**src/rtl/layernorm_pkg.sv**
```systemverilog
// Shared types and constants for the LayerNorm normalize stage.
package layernorm_pkg;

  localparam int DW          = 16;
  localparam int FRAC        = 8;
  localparam int SQRT_ITERS  = 12;
  localparam int RECIP_ITERS = 25;

  typedef enum logic [2:0] {
    IDLE,
    SQRT,
    RECIP,
    MUL,
    DONE
  } state_t;

  function automatic logic signed [15:0] sat16(input logic signed [31:0] v);
    if (v > 32'sh0000_7fff)
      return 16'sh7fff;
    else if (v < -32'sh0000_8000)
      return 16'sh8000;
    else
      return v[15:0];
  endfunction

endpackage

```
**src/rtl/ln_isqrt_iter.sv**
```systemverilog
// Restoring digit-by-digit integer square root, two radicand bits per cycle.
// root holds floor(sqrt(radicand)) from the end of the run until the next start.
module ln_isqrt_iter (
  input  logic        clk,
  input  logic        rst,
  input  logic        start,
  input  logic [23:0] radicand,
  output logic        done,
  output logic [11:0] root
);
  import layernorm_pkg::*;

  logic [23:0] rad_reg;
  logic [13:0] rem_reg;
  logic [11:0] root_reg;
  logic [3:0]  cnt_reg;
  logic        busy_reg;

  logic [15:0] rem_shift;
  logic [15:0] trial;
  logic [15:0] rem_diff;
  logic        ge;

  always_comb begin
    rem_shift = {rem_reg, rad_reg[23:22]};
    trial     = {2'b00, root_reg, 2'b01};
    rem_diff  = rem_shift - trial;
    ge        = (rem_shift >= trial);
  end

  always_ff @(posedge clk or posedge rst) begin
    if (rst) begin
      rad_reg  <= '0;
      rem_reg  <= '0;
      root_reg <= '0;
      cnt_reg  <= '0;
      busy_reg <= 1'b0;
    end else if (start) begin
      rad_reg  <= radicand;
      rem_reg  <= '0;
      root_reg <= '0;
      cnt_reg  <= '0;
      busy_reg <= 1'b1;
    end else if (busy_reg) begin
      rad_reg  <= {rad_reg[21:0], 2'b00};
      rem_reg  <= ge ? 14'(rem_diff) : 14'(rem_shift);
      root_reg <= {root_reg[10:0], ge};
      cnt_reg  <= cnt_reg + 4'd1;
      if (cnt_reg == 4'(SQRT_ITERS - 1))
        busy_reg <= 1'b0;
    end
  end

  // High during the final iteration so the caller can move on at the same edge.
  assign done = busy_reg && (cnt_reg == 4'(SQRT_ITERS - 1));
  assign root = root_reg;

endmodule

```
**src/rtl/layernorm_normalize.sv**
```systemverilog
// LayerNorm normalize: std = sqrt(var + EPS), inv = 2^24 / std, then
// y[i] = (x[i] - mean) * inv >> 16, one element per cycle, valid/ready out.
module layernorm_normalize #(
  parameter int N   = 4,
  parameter int DW  = 16,
  parameter int EPS = 1
) (
  input  logic                 clk,
  input  logic                 rst,
  input  logic                 in_valid,
  output logic                 in_ready,
  input  logic signed [DW-1:0] x [N],
  input  logic signed [DW-1:0] mean,
  input  logic signed [DW-1:0] variance,
  output logic                 out_valid,
  input  logic                 out_ready,
  output logic signed [DW-1:0] y [N],
  output logic        [DW-1:0] std_out
);
  import layernorm_pkg::*;

  localparam int IW = (N > 1) ? $clog2(N) : 1;

  state_t              state_reg;
  logic                in_ready_reg;
  logic                out_valid_reg;
  logic signed [DW-1:0] x_reg [N];
  logic signed [DW-1:0] mean_reg;
  logic signed [DW-1:0] y_reg [N];
  logic        [DW-1:0] std_reg;
  logic [IW-1:0]       idx_reg;
  logic [4:0]          rcnt_reg;
  logic [11:0]         rrem_reg;
  logic [20:0]         inv_reg;

  logic                accept;
  logic [15:0]         var_clamp;
  logic [15:0]         v_sum;
  logic [23:0]         radicand;
  logic                sq_done;
  logic [11:0]         sq_root;

  logic [12:0]         rrem_shift;
  logic [12:0]         rrem_diff;
  logic                rge;

  logic signed [DW-1:0] x_sel;
  logic signed [16:0]  d;
  logic signed [38:0]  p;
  logic signed [22:0]  q;
  logic signed [15:0]  y_calc;

  assign accept = in_valid && in_ready_reg;

  // Negative variance is meaningless; clamp to zero before adding EPS.
  always_comb begin
    var_clamp = variance[DW-1] ? 16'd0 : 16'(variance);
    v_sum     = var_clamp + 16'(EPS);
    radicand  = {v_sum, 8'h00};
  end

  ln_isqrt_iter u_isqrt (
    .clk      (clk),
    .rst      (rst),
    .start    (accept),
    .radicand (radicand),
    .done     (sq_done),
    .root     (sq_root)
  );

  // Long division of 2^24 by std: the dividend has a single set bit at the top.
  always_comb begin
    rrem_shift = {rrem_reg, (rcnt_reg == 5'd0)};
    rrem_diff  = rrem_shift - {1'b0, sq_root};
    rge        = (rrem_shift >= {1'b0, sq_root});
  end

  always_comb begin
    x_sel  = x_reg[idx_reg];
    d      = $signed({x_sel[DW-1], x_sel}) - $signed({mean_reg[DW-1], mean_reg});
    p      = d * $signed({1'b0, inv_reg});
    q      = 23'(p >>> 16);
    y_calc = sat16({{9{q[22]}}, q});
  end

  always_ff @(posedge clk or posedge rst) begin
    if (rst) begin
      state_reg     <= IDLE;
      in_ready_reg  <= 1'b1;
      out_valid_reg <= 1'b0;
      mean_reg      <= '0;
      std_reg       <= '0;
      idx_reg       <= '0;
      rcnt_reg      <= '0;
      rrem_reg      <= '0;
      inv_reg       <= '0;
      for (int i = 0; i < N; i++) begin
        x_reg[i] <= '0;
        y_reg[i] <= '0;
      end
    end else begin
      case (state_reg)
        IDLE: begin
          if (accept) begin
            state_reg    <= SQRT;
            in_ready_reg <= 1'b0;
            mean_reg     <= mean;
            rcnt_reg     <= '0;
            rrem_reg     <= '0;
            inv_reg      <= '0;
            for (int i = 0; i < N; i++)
              x_reg[i] <= x[i];
          end
        end
        SQRT: begin
          if (sq_done)
            state_reg <= RECIP;
        end
        RECIP: begin
          rrem_reg <= rge ? 12'(rrem_diff) : 12'(rrem_shift);
          inv_reg  <= {inv_reg[19:0], rge};
          rcnt_reg <= rcnt_reg + 5'd1;
          if (rcnt_reg == 5'(RECIP_ITERS - 1)) begin
            state_reg <= MUL;
            idx_reg   <= '0;
          end
        end
        MUL: begin
          y_reg[idx_reg] <= y_calc;
          idx_reg        <= idx_reg + 1'b1;
          if (idx_reg == IW'(N - 1)) begin
            state_reg     <= DONE;
            out_valid_reg <= 1'b1;
            std_reg       <= DW'(sq_root);
          end
        end
        DONE: begin
          if (out_ready) begin
            state_reg     <= IDLE;
            out_valid_reg <= 1'b0;
            in_ready_reg  <= 1'b1;
          end
        end
        default: state_reg <= IDLE;
      endcase
    end
  end

  generate
    for (genvar gi = 0; gi < N; gi++) begin : g_y
      assign y[gi] = y_reg[gi];
    end
  endgenerate

  assign in_ready  = in_ready_reg;
  assign out_valid = out_valid_reg;
  assign std_out   = std_reg;

endmodule

```
**config.mk**
```make
export PLATFORM = sky130hd
export DESIGN_NAME = layernorm_normalize
export DESIGN_NICKNAME = d
export VERILOG_FILES = /design/src/rtl/layernorm_pkg.sv /design/src/rtl/ln_isqrt_iter.sv /design/src/rtl/layernorm_normalize.sv
export SDC_FILE = /design/constraint.sdc
export NUM_CORES = 1
export LEC_CHECK = 0
export CAP_MARGIN = 20
export CORE_MARGIN = 8
export CORE_UTILIZATION = 62
export CTS_BUF_LIST = sky130_fd_sc_hd__clkbuf_8
export DETAILED_ROUTE_END_ITERATION = 6
export HOLD_SLACK_MARGIN = 0.15
export PLACE_DENSITY_LB_ADDON = 0.3
export SYNTH_ARGS = -nofsm -noshare
export SYNTH_HDL_FRONTEND = slang
export SYNTH_SLANG_ARGS = --single-unit
export TNS_END_PERCENT = 50
```
**constraint.sdc**
```tcl
create_clock -name clk -period 11.15 [get_ports clk]
set_input_delay 3.345 -clock clk [delete_from_list [all_inputs] [get_ports clk]]
set_output_delay 3.345 -clock clk [all_outputs]
set_load 0.01 [all_outputs]
```
==> results.md <==
* CTS max path bufs at 3
* Avg WL per Cell at 19.0 µm
* Initial drt markers at 1,504
* Root Buffer: clkbuf_8
* Detail Placement HPWL at 50,700 µm
* Netlist cell types at 86
* Vias in the first global route at ~22,000
* Post-synthesis cell count at 2,963
* Synthesized cell area at 25,700 µm²
* Placement Cell Area at 27,700 µm²
* Slew Limit Fails at 0
* Antenna Nets Post-Route at 0
* Worst-Margin Slew at 1.03 ns
* Max Cap Violations at 0
* Total Routing Usage GR at 0.289
* Async S/R FF share, synth at 1.00
* Synthesized flop and latch total at 248
* Vias after detailed routing at between 20,000 and 25,000
* DRC Markers at 0
* Worst endpoint required time at 11.64 ns
* Final setup viols at 0
* GPL Wtd Cong at 0.890
* Fin crit share at 0.946
* Die ar. at between 40,000 and 50,000 µm²
* Vias per inst at 5.86
* Total grt overflow at 0
* CP Max Fanout at 15
* Post-synthesis sequential area ratio at 0.241
* Top FF cell, synth: dfrtp_1
* Fin crit period at 10.55 ns
* Largest net degree at the start of global routing at 110
* # fillers at ~3,200
* Critical Path Start Type: flop
* Worst relative slew slack at 0.308
* Crit end category: flop
* Worst skew pair latency at 0.62 ns
* First-pass GRT wire length at about 110,000 µm
* Avg Cell Area, Syn at slightly below 9 µm²
* Critical Path AT at between 10 and 15 ns
* H-tree Lvls at 2
* Max stage delay on crit path at 0.60 ns
* Post-synth EDFFs at 0
* Die Height at 220 µm
* Starting density of the core at 0.628
* Fin Clk Skew at about 0.046 ns
* Initial antenna violation count at 1
* Final #Nets at 3,611
* Synthesis warning total at 0
* Crit Path Category: flop to flop
* Design area at approximately 29,000 µm²
* Cts hold-fix bufs at 0
* Final Hold Vio Count at 0
* Clk slew on worst S/H paths at 0.07 ns
* CORE AREA at 40,900 µm²
* DRT Pass-1 Iters at 5
* Max frequency at 0.0948 GHz
* Crit path buf inv count at 8
* CTS tree: done
* Num ports at 182
* CTS buffer count at between 40 and 50
* Top delay family on crit path: adder cells
* Clock sinks at 248
* Most frequent cells in the layout: nand2_1 (611), inv_1 (424), fa_1 (285)
* Cell mode on critical path: fa_1
* # rows at 74
* Commonest non-fill, non-tap cell in the layout: nand2_1
* Slowest cell on the critical path: o311ai_2
* Status: complete, no violations
* Share of layout cells above drive strength 1 at 0.0550
* Area grow syn2layout at 11.6%
* IO buf count at 177
* Type of the tightest min-delay check: flop to flop
* Post-Route WL at roughly 68,000 µm
* Die X at 220 µm
-- cell families after synthesis --
group	after synthesis	synth area share
adders and majority gates	468	0.311
and+or+nand+nor	1101	0.196
xor gates and xnor gates	47	0.0160
other	1	0.000146
buffers and inverters	603	0.0897
muxes	65	0.0336
AOI/OAI and AO/OA	430	0.112
DFF	248	0.241
-- layout make-up --
class                   count  area [µm²]  share of cell area
diodes                      1        2.50           0.0000872
clock buffers              50         688              0.0240
clock inverters            24         196             0.00684
inverters                 415        1570              0.0545
multi-input cells        2115       17300               0.601
flip-flops and latches    248        6210               0.216
well taps                 532         666              0.0232
repair buffers            221        2130              0.0741
-- what timing repair did --
item / 4_1_cts / 5_1_grt
endpoints found under the hold margin: 0 / 0
setup buffers: 0 / 4
setup endpoints to repair: 0 / 60
resized for setup: 0 / 3
-- metal layers --
metal | global-route usage | wire, µm | vias to the layer above
met4 | 0.117 | 2590 | 0
met1 | 0.367 | 27300 | 10500
met3 | 0.0432 | 4330 | 174
met5 | 0 | 0 | -
met2 | 0.494 | 34200 | 772
li1 | - | - | 9675
-- stage by stage --
stage,worst slack [ns],TNS (ns),cells,util,hold WS (ns)
6_report,0.599,0,3606,0.701,0.472
5_1_grt,-0.00401,-0.00401,3605,0.701,0.481
4_1_cts,0.107,0,3600,0.700,0.474
3_5_place_dp,0.168,0,3526,0.678,0.459
3_3_place_gp,0.640,0,3525,0.678,0.455
2_1_floorplan,0.992,0,2966,-,0.440
-- cells in the mapped netlist, drive strengths merged, types with 31 or more instances --
| library cell | number | area share |
|---|---|---|
| ha | 183 | 0.089 |
| o21ai | 182 | 0.035 |
| and2 | 78 | 0.019 |
| a21oi | 56 | 0.016 |
| nor2 | 90 | 0.013 |
| mux2i | 39 | 0.015 |
| clkbuf | 169 | 0.025 |
| nand2 | 612 | 0.089 |
| dfrtp | 247 | 0.24 |
| nor2b | 58 | 0.014 |
| a31oi | 39 | 0.010 |
| nor3 | 33 | 0.0068 |
| nand2b | 61 | 0.015 |
| xnor2 | 31 | 0.011 |
| inv | 415 | 0.061 |
| fa | 285 | 0.22 |
| nand3 | 84 | 0.016 |
| nand4 | 38 | 0.0092 |
-- final timing paths --
path,from,end,slack [ns],depth (start not counted)
max,idx_reg[0]$_DFFE_PP0P_,y[11]$_DFFE_PP0P_,0.60,37
min reg2reg,x_reg[33]$_DFFE_PP0P_,x_reg[33]$_DFFE_PP0P_,0.47,2
min,x_reg[33]$_DFFE_PP0P_,x_reg[33]$_DFFE_PP0P_,0.47,2
max reg2reg,idx_reg[0]$_DFFE_PP0P_,y[11]$_DFFE_PP0P_,0.60,37
min in group asynchronous,rst,u_isqrt.rad_reg[17]$_DFFE_PP0P_,3.29,2
max in group asynchronous,rst,y[47]$_DFFE_PP0P_,6.37,3
-- worst register-to-register path, delay by kind of cell, from the launching register on --
kind	cells	cell delay, ns
simple gates	4	0.62
compound gates	14	3.74
buf+inv	8	0.89
mux	2	0.82
flops	1	0.55
fa+ha+maj	9	3.78
Power is not shown: default switching activity piles up to over one toggle a cycle in this logic, so the estimate is an artifact.
